File: src/rtl/cheb_pkg.sv
// cheb_pkg: shared widths, coefficients and response entry type
// for the Chebyshev evaluator request scheduler.
package cheb_pkg;

    localparam int DW           = 18;
    localparam int IDW          = 3;
    localparam int PIPE_LAT_DEF = 12;

    localparam logic [DW-1:0] COEF0 = 18'h00082;
    localparam logic [DW-1:0] COEF1 = 18'h01CC8;
    localparam logic [DW-1:0] COEF2 = 18'h3DF43;
    localparam logic [DW-1:0] COEF3 = 18'h01EC5;
    localparam logic [DW-1:0] COEF4 = 18'h3F4AB;

    typedef struct packed {
        logic [DW-1:0]  y;
        logic [IDW-1:0] id;
    } rsp_entry_t;

endpackage

File: src/rtl/cheb_rsp_fifo.sv
// cheb_rsp_fifo: first-word-fall-through circular buffer of
// response entries with an occupancy count.
module cheb_rsp_fifo
    import cheb_pkg::*;
#(
    parameter  int DEPTH = 16,
    localparam int AW    = (DEPTH > 1) ? $clog2(DEPTH) : 1,
    localparam int CW    = $clog2(DEPTH + 1)
) (
    input  logic          clk,
    input  logic          rst,
    input  logic          push,
    input  rsp_entry_t    wdata,
    input  logic          pop,
    output rsp_entry_t    rdata,
    output logic          empty,
    output logic [CW-1:0] count
);

    rsp_entry_t    mem [DEPTH];
    logic [AW-1:0] wp;
    logic [AW-1:0] rp;

    // storage write; contents need no reset
    always_ff @(posedge clk) begin
        if (push) begin
            mem[wp] <= wdata;
        end
    end

    // wrapping pointers and occupancy count
    always_ff @(posedge clk) begin
        if (rst) begin
            wp    <= '0;
            rp    <= '0;
            count <= '0;
        end else begin
            if (push) begin
                wp <= (wp == AW'(DEPTH - 1)) ? '0 : wp + 1'b1;
            end
            if (pop) begin
                rp <= (rp == AW'(DEPTH - 1)) ? '0 : rp + 1'b1;
            end
            unique case ({push, pop})
                2'b10:   count <= count + 1'b1;
                2'b01:   count <= count - 1'b1;
                default: count <= count;
            endcase
        end
    end

    assign rdata = mem[rp];
    assign empty = (count == '0);

endmodule

File: src/rtl/cheb_eval_sched.sv
// cheb_eval_sched: round-robin issue onto the fixed-latency
// Chebyshev datapath with tag tracking and in-order return.
module cheb_eval_sched
    import cheb_pkg::*;
#(
    parameter  int N_REQ      = 4,
    parameter  int PIPE_LAT   = PIPE_LAT_DEF,
    parameter  int FIFO_DEPTH = 16,
    localparam int IW         = $clog2(N_REQ),
    localparam int FW         = $clog2(PIPE_LAT + FIFO_DEPTH + 1)
) (
    input  logic                clk,
    input  logic                async,
    input  logic [N_REQ-1:0]    req_valid,
    input  logic [N_REQ*DW-1:0] req_x,
    output logic [N_REQ-1:0]    req_ready,
    output logic [DW-1:0]       dp_xin,
    input  logic [DW-1:0]       dp_yout,
    output logic                rsp_valid,
    input  logic                rsp_ready,
    output logic [DW-1:0]       rsp_y,
    output logic [IW-1:0]       rsp_id,
    output logic [FW-1:0]       inflight
);

    localparam int CW = $clog2(FIFO_DEPTH + 1);

    logic [DW-1:0]   xs [N_REQ];
    logic [IW-1:0]   ptr;
    logic [IW-1:0]   nxt;
    logic [IW-1:0]   gnt;
    logic            gnt_vld;
    logic            can_issue;
    logic            issue;
    logic            pop;
    logic            empty;
    logic [PIPE_LAT:0] tag_v;
    logic [IW-1:0]   tag_id [PIPE_LAT+1];
    logic [CW-1:0]   fcount;
    rsp_entry_t      wr_e;
    rsp_entry_t      head;

    for (genvar i = 0; i < N_REQ; i++) begin : g_unpack
        assign xs[i] = req_x[i*DW +: DW];
    end

    // first valid requester searching cyclically after ptr
    always_comb begin
        gnt_vld = 1'b0;
        gnt     = '0;
        nxt     = '0;
        for (int k = N_REQ; k >= 1; k--) begin
            nxt = IW'((int'(ptr) + k) % N_REQ);
            if (req_valid[nxt]) begin
                gnt_vld = 1'b1;
                gnt     = nxt;
            end
        end
    end

    // credit covers every sample that will land in the FIFO
    assign inflight  = FW'($countones(tag_v)) + FW'(fcount);
    assign can_issue = (inflight < FW'(FIFO_DEPTH));
    assign issue     = can_issue & gnt_vld;
    assign req_ready = issue ? (N_REQ'(1) << gnt) : '0;

    // issue register, latency-matched tag pipe, RR pointer
    always_ff @(posedge clk) begin
        if (async) begin
            ptr    <= IW'(N_REQ - 1);
            dp_xin <= '0;
            tag_v  <= '0;
            for (int s = 0; s <= PIPE_LAT; s++) begin
                tag_id[s] <= '0;
            end
        end else begin
            dp_xin    <= issue ? xs[gnt] : '0;
            tag_v     <= {tag_v[PIPE_LAT-1:0], issue};
            tag_id[0] <= issue ? gnt : '0;
            for (int s = 1; s <= PIPE_LAT; s++) begin
                tag_id[s] <= tag_id[s-1];
            end
            if (issue) begin
                ptr <= gnt;
            end
        end
    end

    // result paired with the tag that aligns with it
    always_comb begin
        wr_e    = '0;
        wr_e.y  = dp_yout;
        wr_e.id = IDW'(tag_id[PIPE_LAT]);
    end

    cheb_rsp_fifo #(
        .DEPTH (FIFO_DEPTH)
    ) u_fifo (
        .clk   (clk),
        .rst   (async),
        .push  (tag_v[PIPE_LAT]),
        .wdata (wr_e),
        .pop   (pop),
        .rdata (head),
        .empty (empty),
        .count (fcount)
    );

    assign rsp_valid = !empty;
    assign pop       = rsp_valid & rsp_ready;
    assign rsp_y     = empty ? '0 : head.y;
    assign rsp_id    = empty ? '0 : IW'(head.id);

endmodule

File: config.mk
export PLATFORM = sky130hd
export DESIGN_NAME = cheb_eval_sched
export DESIGN_NICKNAME = d
export VERILOG_FILES = /design/src/rtl/cheb_pkg.sv /design/src/rtl/cheb_rsp_fifo.sv /design/src/rtl/cheb_eval_sched.sv
export SDC_FILE = /design/constraint.sdc
export NUM_CORES = 1
export LEC_CHECK = 0
export ABC_AREA = 1
export CAP_MARGIN = 10
export CELL_PAD_IN_SITES_DETAIL_PLACEMENT = 2
export CELL_PAD_IN_SITES_GLOBAL_PLACEMENT = 2
export CORE_ASPECT_RATIO = 0.7
export CORE_MARGIN = 2
export CORE_UTILIZATION = 39
export DETAILED_ROUTE_END_ITERATION = 16
export GPL_ROUTABILITY_DRIVEN = 0
export PLACE_DENSITY_LB_ADDON = 0.1
export SLEW_MARGIN = 25
export SYNTH_ARGS = -nofsm -noshare
export SYNTH_HDL_FRONTEND = slang
export SYNTH_SLANG_ARGS = --single-unit
File: constraint.sdc
create_clock -name clk -period 6.2 [get_ports clk]
set_clock_uncertainty 0.05 [all_clocks]
set_input_delay 0.93 -clock clk [delete_from_list [all_inputs] [get_ports clk]]
set_output_delay 0.93 -clock clk [all_outputs]
set_load 0.1 [all_outputs]
== Yosys cells after proc, flatten, opt, wreduce, memory -nomap -nowiden ==
Memories as Yosys holds them, arrays and structs flattened. A register that Yosys moved wholly into a read port is not among the register bits.
Cells that the tools add are included.
Word-level totals
  bits in registers: 46
  output and inout port bits: 48
  memory bits (read-only): 0
  bits in latches: 0
  input bits: 97
  word-level logic and storage cells: 107
  bits in writable memories: 346
  memories kept: 2
Operators by class
  order comparisons: 6
  mux-type cells: 46
  shift-type cells: 1
  equality and inequality tests: 4
  bitwise gates (word level): 17
  divide/modulo/power cells: 0
  reductions and logical operators: 4
  multiply operators: 0
  add/sub/neg operators: 21
Memories
  u_fifo.mem: words 16, width 20, read ports 1, clocked after Yosys merged registers in 1, write ports 1, line cheb_rsp_fifo.sv:20  | rsp_entry_t mem [DEPTH];
  tag_id: words 13, width 2, read ports 13, clocked after Yosys merged registers in 0, write ports 13, line cheb_eval_sched.sv:38  | logic [IW-1:0] tag_id [PIPE_LAT+1];
Operator list (number)
  $mux W18: 3
  $mux W2: 19
  $bmux W18 S2: 1
  $mux W4: 5
  $mux W1: 13
  $or A1 B1 Y1: 13
  $add A1 B1 Y2: 6
  $lt A2 B3 Y1 const B: 4
  $pmux W5 S2: 1
  $add A2 B2 Y3: 3
  $add A4 B1 Y4 const B: 2
  $bmux W1 S2: 4
  $eq A4 B4 Y1 const B: 2
  $add A4 B4 Y5: 1
  $add A5 B1 Y5 const B: 1
  $add A5 B5 Y5: 1
  $logic_not A5 Y1: 1
  $lt A5 B5 Y1 const B: 1
  $sub A5 B1 Y5 const B: 1
  $add A2 B1 Y2 const B: 2
  $add A2 B2 Y2 const B: 2
  $add A3 B1 Y4: 1
  $add A3 B3 Y4: 1
  $shl A1 B2 Y4 const A: 1
  9 further kinds: 10

== Longest topological paths before layout ==
Gate-level depths: netlist of the first run.
  depth after elaboration: 11
  gate-level depth with buffers: 16
  gate-level depth less buffers: 15

== By module ==
From an unflattened synthesis of the first run, not the netlist that was laid out.
Second synthesis, totals
  cell total of the unflattened synthesis: 1651
  area, all modules: 17764.5 um^2
By module, submodules not included
  cheb_rsp_fifo: area an instance 14631.5 um^2, times used 1, seq. area each 10430.0 um^2, cells an instance 1191
  cheb_eval_sched: area an instance 3133.0 um^2, times used 1, seq. area each 1181.1 um^2, cells an instance 460

== Least setup slack after synthesis of the first run ==
Ideal clock, no wire load.
  path type: register -> output
  start: reg tag_v[5]
  end: out req_ready[0]
  setup slack: -291 ps
  arrival: 5511 ps
  cell stages (with the launch flop): 14
  required time: 5220 ps
  buffers on the path: 0
  path through: dfxtp_1 fa_1 inv_1 fa_1 fa_1 fa_1 inv_1 ha_1 fa_1 nand3_1 nand2_1 xor2_1 nand2_1 nor3_1
On the way
  cells in the longest elaborated chain, start to end: 8
RTL lines
  from (decl): line cheb_eval_sched.sv:37  | logic [PIPE_LAT:0] tag_v;
  from (signal assigned): line cheb_eval_sched.sv:78  | tag_v <= {tag_v[PIPE_LAT-1:0], issue};
  $add A1 B1 Y2 (not written as such): line cheb_eval_sched.sv:62  | assign inflight = FW'($countones(tag_v)) + FW'(fcount);
  $add A2 B2 Y3 (not written as such): line cheb_eval_sched.sv:62
  $add A3 B3 Y4 (not written as such): line cheb_eval_sched.sv:62
  $add A4 B4 Y5 (not written as such): line cheb_eval_sched.sv:62
  $add A5 B5 Y5: line cheb_eval_sched.sv:62
  $lt A5 B5 Y1: line cheb_eval_sched.sv:63  | assign can_issue = (inflight < FW'(FIFO_DEPTH));
  $and A1 B1 Y1: line cheb_eval_sched.sv:64  | assign issue = can_issue & gnt_vld;
  $mux W4: line cheb_eval_sched.sv:65  | assign req_ready = issue ? (N_REQ'(1) << gnt) : '0;
  to (decl): line cheb_eval_sched.sv:16  | output logic [N_REQ-1:0] req_ready,
No other way between the ends.

== Worst setup path after layout of the first run ==
  start: reg tag_v[5]
  end: out req_ready[3]
The elaborated chain is that of the path after synthesis.

==> key figures, run 1 <==
Setup path
  – Crit Path Max Fanout: 6
  – Critical path endpoint category: primary output
  – CP max stage delay: roughly 0.54 ns
  – Worst R2R End: dp_xin[8]
  – Crit path required time: around 5.2 ns
  – Worst Reg-to-Reg Cells: 15
  – CP most frequent cell: fa_1
  – Crit path cell chain: fa_1 > inv_1 > fa_1 > fa_1 > fa_1 > inv_1 > ha_1 > fa_1 > nand3_1 > nand2_1 > xor2_1 > nand2_1 > inv_1 > nand2_1 > nor2_1 > buf_12
  – Max stage delay cell, worst path: fa_1
  – Reg2reg start: tag_v[5]
  – Flop2flop setup slack: 0.97 ns
  – CP startpoint kind: flop
  – Critical Path AT: about 4.9 ns
  – WS Path Type: reg2out

Clock network
  – CTS root buf: clkbuf_16
  – Post-CTS Hold Buffers: 0
  – CTS resizes: 0
  – TritonCTS clock tree: yes
  – Post-CTS Setup Bufs: 0
  – CTS Buffer Depth: 3
  – Num CTS Buffers: 41
  – Clk slew on worst S/H paths: 0.06 ns
  – Sink Count: between 300 and 400
  – Skew-Pair Late Insertion Delay: ~0.53 ns
  – CTS H-tree lvls: 2

Cells and area
  – Fraction of layout cells with a size suffix above 1: 0.1073
  – Nets: about 1,700
  – # diodes: 0
  – Area growth syn-to-layout: 20.01%
  – Fin util: 0.4716

Placed design
  – IO buf count: about 140
  – Post-Place Worst Slack: 0.8655 ns
  – Hpwl dp: roughly 31 mm

STA
  – Max Slew Vio Count: 0
  – Fmax achieved: about 170 MHz
  – Period utilisation layout: 0.9401
  – Slew of the pin with the lowest slew margin: ~1.1 ns
  – RSZ-0062 raised after global routing: no
  – Final min period: approximately 5.8 ns
  – Relative slew slack: 0.2921
  – Endpoints failing hold: 0
  – Worst setup margin: approximately 0.37 ns
  – Endpoints failing setup: 0

Floorplan
  – I/O pin total: approximately 150
  – Die height: between 150 and 200 µm
  – Row Count: between 60 and 70
  – Effective utilization at floorplan: 0.3930
  – Core area: 42,010 µm²
  – Chip width: 249.9 µm
  – Die area: between 40,000 and 50,000 µm²

Synth
  – Top cell type's share of synthesized area: 0.5820
  – Asr flop ratio synth: 0
  – EDFF count, synth: 320
  – Synth Register Bits: 396
  – Avg Inst Size Synth: 11.55 µm²
  – Area share of fa/ha/maj cells after synthesis: 0.02501
  – Mapped cell area: 16,510 µm²
  – Simple-Gate Fraction of Synth Area: 0.1268
  – Dominant cell type by area after synthesis: edfxtp_1
  – Post-synth top cells: 320 x edfxtp_1, 248 x nor2_1, 180 x o21ai_0
  – Synthesized instance count: roughly 1,400
  – Mux share of post-synthesis cell area: 0.0006063
  – Primary FF master, synth: edfxtp_1
  – Compound-gate portion of the synthesized area: 0.1147
  – Count leader, synth: edfxtp_1
  – Post-synthesis xor/xnor area fraction: 0.003714
  – Largest family of logic cells by synthesized area: simple AND/OR/NAND/NOR gates
  – Area contributors post-synth: edfxtp_1 58%, dfxtp_1 9.2%, nor2_1 5.6%
  – Synth cell types: 35
  – Mapped Nets: approximately 1,600
  – Yosys warning total: 0
  – Sequential area share after synthesis: 0.6742

Route
  – Wirelength, routed: between 50 and 60 mm
  – Vias: 11,690
  – First DRT Iteration DRCs: 840
  – Vias per inst: between 5 and 6
  – Post-DRT Antenna Nets: 0
  – Drt pass-1 iters: 5
  – Drt drc: 0
  – DR WL/cell: 24.49 µm

Pwr
  – Leakage: between 7 and 8 nW
  – Pwr dens: 498.7 nW/µm²
  – Maximum vdd drop: a little under 0.0003 V

Hold path
  – HP Start: tag_id[0][0]
  – Hold Path Sink: tag_id[0][2]
  – Hold Path Class: reg2reg
  – Hold path depth: 2

GRT
  – Largest net degree at the start of global routing: 81
  – Vias in the first global route: roughly 13,000
  – Initial antenna violation count: 1
  – First-pass GRT wire length: 79.27 mm
  – Aggregate global routing overflow: 0
  – Tot GR Track Use: 0.2393

Job
  – Max Cap Viol: 0

Status
  – Status: complete, no violations
==> metal layers <==
| layer | vias up | routed length [µm] | track usage |
|---|---|---|---|
| li1 | 5310 | - | - |
| met1 | 6023 | 23110 | 0.3141 |
| met2 | 265 | 25790 | 0.4164 |
| met3 | 90 | 2557 | 0.03907 |
| met4 | 2 | 1064 | 0.05823 |
| met5 | - | 11 | 0 |
==> through the flow <==
step / instances / instance area, µm² / TNS, ns / hold slack, ns / total power, mW
final: 2145 / 19810 / 0 / 0.3556 / 9.881
after global routing: 2145 / 19810 / 0 / 0.3663 / 10.37
after floorplan: 1429 / 16510 / -0.5823 / 0.3383 / 6.429
after detailed placement: 2071 / 18560 / 0 / 0.3499 / 7.576
after global placement: 2071 / 18560 / 0 / 0.3405 / 7.459
after CTS: 2145 / 19810 / 0 / 0.3579 / 9.977
==> logic make-up (layout without fill, tap and decap cells) <==
logic type / Yosys count / in the layout
fa+ha+maj: 27 / 27
simple gates: 457 / 457
buf+inv: 223 / 387
compound gates: 318 / 318
mux: 1 / 1
flops: 396 / 396
xor+xnor: 7 / 7
==> report_power, final <==
part           internal, mW  switching [mW]  total, mW
clock network          1.34            1.04       2.38
registers              2.96           0.108       3.07
logic                  1.10            3.34       4.44
total                  5.39            4.49       9.88
==> worst max-delay path by stage <==
stage	slack (ns)	depth (start not counted)	startpoint	end
after floorplan	-0.29	13	tag_v[5]	req_ready[0]
after global placement	1.02	16	tag_v[5]	req_ready[2]
after detailed placement	0.87	16	tag_v[5]	req_ready[3]
after CTS	0.30	16	tag_v[5]	req_ready[3]
after global routing	0.12	16	tag_v[5]	req_ready[3]
final	0.37	16	tag_v[5]	req_ready[3]
==> worst max-delay path, delay by kind of cell, from the launching register on <==
family | cells | cell delay [ns]
XOR/XNOR | 1 | 0.19
flip-flops | 1 | 0.33
adder cells (fa/ha/maj) | 6 | 2.67
AND/OR/NAND/NOR | 5 | 0.69
buffers and inverters | 4 | 0.43
==> sequential cells by signal, indices dropped and copies added (netlist names), named ones only <==
register / cells
u_fifo.mem: 320
u_fifo.rp: 4
u_fifo.count: 5
dp_xin: 18
u_fifo.wp: 4
tag_v: 13
tag_id: 26
ptr: 2
==> area by class of cell <==
| type | instances | area, µm² |
|---|---|---|
| clock buffer | 58 | 1147 |
| clock inverter | 16 | 110.1 |
| fill | 4193 | 22200 |
| inverter | 134 | 505.5 |
| multi-input combinational | 810 | 4513 |
| sequential | 396 | 11140 |
| tap | 552 | 690.7 |
| timing repair buffer | 179 | 1709 |
==> placed cells by master, fill, tap and decap left out, types with 6 or more instances in the layout <==
master / instances
nand3_2: 10
nand2_4: 12
inv_2: 6
clkdlybuf4s50_1: 136
o21ai_0: 180
clkinv_1: 8
inv_1: 126
nor2_2: 16
o22ai_1: 20
buf_4: 41
nor2_1: 233
nand3_1: 81
ha_1: 17
dfxtp_1: 73
nand2_2: 11
a21oi_2: 10
a21oi_1: 41
clkbuf_1: 12
nand3b_1: 18
edfxtp_1: 320
fa_1: 10
o221ai_1: 60
nand2_1: 67
clkbuf_16: 43
No activity file was read; power rests on OpenSTA's default activity.
==> run 2, diff against run 1 <==
Settings changed: SLEW_MARGIN 25 to 20.
==> key figures, run 2 (synthesis results as in run 1) <==
STA
  – Slew of the pin with the lowest slew margin: 1.059 ns
  – Fmax achieved: between 150 and 200 MHz
  – Endpoints failing setup: 0
  – Max Slew Vio Count: 0
  – Worst setup margin: roughly 0.37 ns
  – Period utilisation layout: 0.9401
  – Relative slew slack: 0.2921
  – Endpoints failing hold: 0
  – Final min period: roughly 5.8 ns
  – RSZ-0062 raised after global routing: no

Setup path
  – Critical path buffers and inverters: 4
  – WS Path Type: reg2out
  – Reg2reg start: tag_v[5]
  – CP most frequent cell: fa_1
  – Max stage delay cell, worst path: fa_1
  – Worst Reg-to-Reg Cells: 15
  – Crit path cell chain: fa_1 > inv_1 > fa_1 > fa_1 > fa_1 > inv_1 > ha_1 > fa_1 > nand3_1 > nand2_1 > xor2_1 > nand2_1 > inv_1 > nand2_1 > nor2_1 > buf_12
  – CP max stage delay: 0.54 ns
  – Worst setup startpoint: tag_v[5]
  – Flop2flop setup slack: ~1.3 ns
  – Critical path endpoint category: primary output
  – CP delay by family, top: adder cells
  – Worst R2R End: tag_id[0][0]
  – Crit Path Max Fanout: 6
  – CP startpoint kind: flop
  – Crit path required time: roughly 5.2 ns
  – Critical Path AT: approximately 4.9 ns

Cells and area
  – Most common cell after layout, fill and taps aside: edfxtp_1
  – Nets: around 1,700
  – Final std cells w/o fill: about 2,100
  – Area growth syn-to-layout: 20.01%
  – Most frequent cells in the layout: 320 x edfxtp_1, 233 x nor2_1, 180 x o21ai_0
  – Largest reg by FF count: u_fifo.mem
  – Fill cells: roughly 4,200
  – Fraction of layout cells with a size suffix above 1: 0.1073
  – Top Registers: u_fifo.mem x320, tag_id x26, dp_xin x18
  – Register area: between 10,000 and 15,000 µm²
  – Footprint of the multi-input gates: roughly 4500 µm²
  – # diodes: 0
  – Largest register FFs: 320

Clock network
  – CTS H-tree lvls: 2
  – CTS resizes: 0
  – Clk slew on worst S/H paths: around 0.06 ns
  – TritonCTS clock tree: yes
  – Post-CTS Setup Bufs: 0
  – CTS Buffer Depth: 3
  – Sink Count: roughly 400
  – Post-CTS Hold Buffers: 0
  – Num CTS Buffers: just over 40
  – Skew-Pair Late Insertion Delay: about 0.53 ns
  – CTS root buf: clkbuf_16

Route
  – Wirelength, routed: 52.54 mm
  – Vias: 11,689
  – Vias per inst: 5.449
  – First DRT Iteration DRCs: 840
  – Drt pass-1 iters: 5
  – Drt drc: 0
  – DR WL/cell: ~24 µm
  – Post-DRT Antenna Nets: 0

Pwr
  – Maximum vdd drop: between 0.0002 and 0.0003 V
  – Seq pwr share: 0.310
  – Internal power: 5.392 mW
  – Psw: between 4 and 5 mW
  – Combinational Power Share: 0.449
  – Leakage: 7.055 nW
  – Sw Ratio: 0.4542
  – Clock group share of total power: 0.240
  – Pwr dens: between 400 and 500 nW/µm²

Floorplan
  – Die height: approximately 180 µm
  – Row Count: 63
  – Effective utilization at floorplan: 0.3930
  – I/O pin total: about 150
  – Chip width: between 200 and 250 µm
  – Die area: 44,020 µm²
  – Core area: 42,010 µm²

Hold path
  – HP Start: tag_id[0][0]
  – Hold Path Class: reg2reg
  – Hold Path Sink: tag_id[0][2]
  – Hold path depth: 2

GRT
  – Aggregate global routing overflow: 0
  – First-pass GRT wire length: between 70 and 80 mm
  – Tot GR Track Use: 0.2393
  – Vias in the first global route: 12,710
  – Initial antenna violation count: 1
  – Largest net degree at the start of global routing: between 80 and 90

Placed design
  – Placed Cells: roughly 2,100
  – Hpwl dp: 30.98 mm
  – Post-Place Worst Slack: 0.8655 ns
  – IO buf count: roughly 140

Status
  – Status: complete, no violations

Job
  – Max Cap Viol: 0
-- run 2: area by class of cell --
type | instances | area share
clock inverters | 16 | 0.005557
inverters | 134 | 0.02551
repair buffers | 179 | 0.08626
multi-input cells | 810 | 0.2278
well taps | 552 | 0.03486
flip-flops and latches | 396 | 0.5621
clock buffers | 58 | 0.05791
-- run 2: layer usage --
layer | routed length [µm] | global-route usage
met5 | 11 | 0
met4 | 1064 | 0.05823
met3 | 2558 | 0.03907
met2 | 25790 | 0.4164
met1 | 23110 | 0.3141
-- run 2: worst max-delay path by stage --
stage / end / depth (start not counted) / slack, ns
floorplan: req_ready[0] / 13 / -0.29
global placement: req_ready[2] / 16 / 1.02
detailed placement: req_ready[3] / 16 / 0.87
CTS: req_ready[3] / 16 / 0.30
global route: req_ready[3] / 16 / 0.12
finish: req_ready[3] / 16 / 0.37
-- run 2: power groups by stage --
stage / clock network [mW] / logic [mW] / registers [mW]
6_report: 2.38 / 4.44 / 3.07
5_1_grt: 2.53 / 4.76 / 3.08
4_1_cts: 2.43 / 4.48 / 3.07
3_5_place_dp: 0 / 4.45 / 3.12
3_3_place_gp: 0 / 4.34 / 3.12
2_1_floorplan: 0 / 3.10 / 3.33
-- run 2: worst reg2reg max path: cells and delay by family (launching register included) --
kind	cells	cell delay [ns]
simple gates	5	0.60
flops	1	0.33
fa+ha+maj	6	2.67
xor+xnor	1	0.16
buf+inv	3	0.89
-- run 2: through the flow --
step	utilization	TNS, ns	total power, mW	cell area (µm²)	hold slack [ns]
2_1_floorplan	-	-0.5823	6.429	16510	0.3383
3_3_place_gp	0.4416	0	7.459	18560	0.3405
3_5_place_dp	0.4416	0	7.576	18560	0.3499
4_1_cts	0.4716	0	9.977	19810	0.3579
5_1_grt	0.4716	0	10.37	19810	0.3663
6_report	0.4716	0	9.880	19810	0.3556
==> run 3, diff against run 2 <==
Settings changed: SLEW_MARGIN 20 to default.
==> results of run 3 <==
Same layout as run 2: the final DEF is identical, and so are final timing and power.
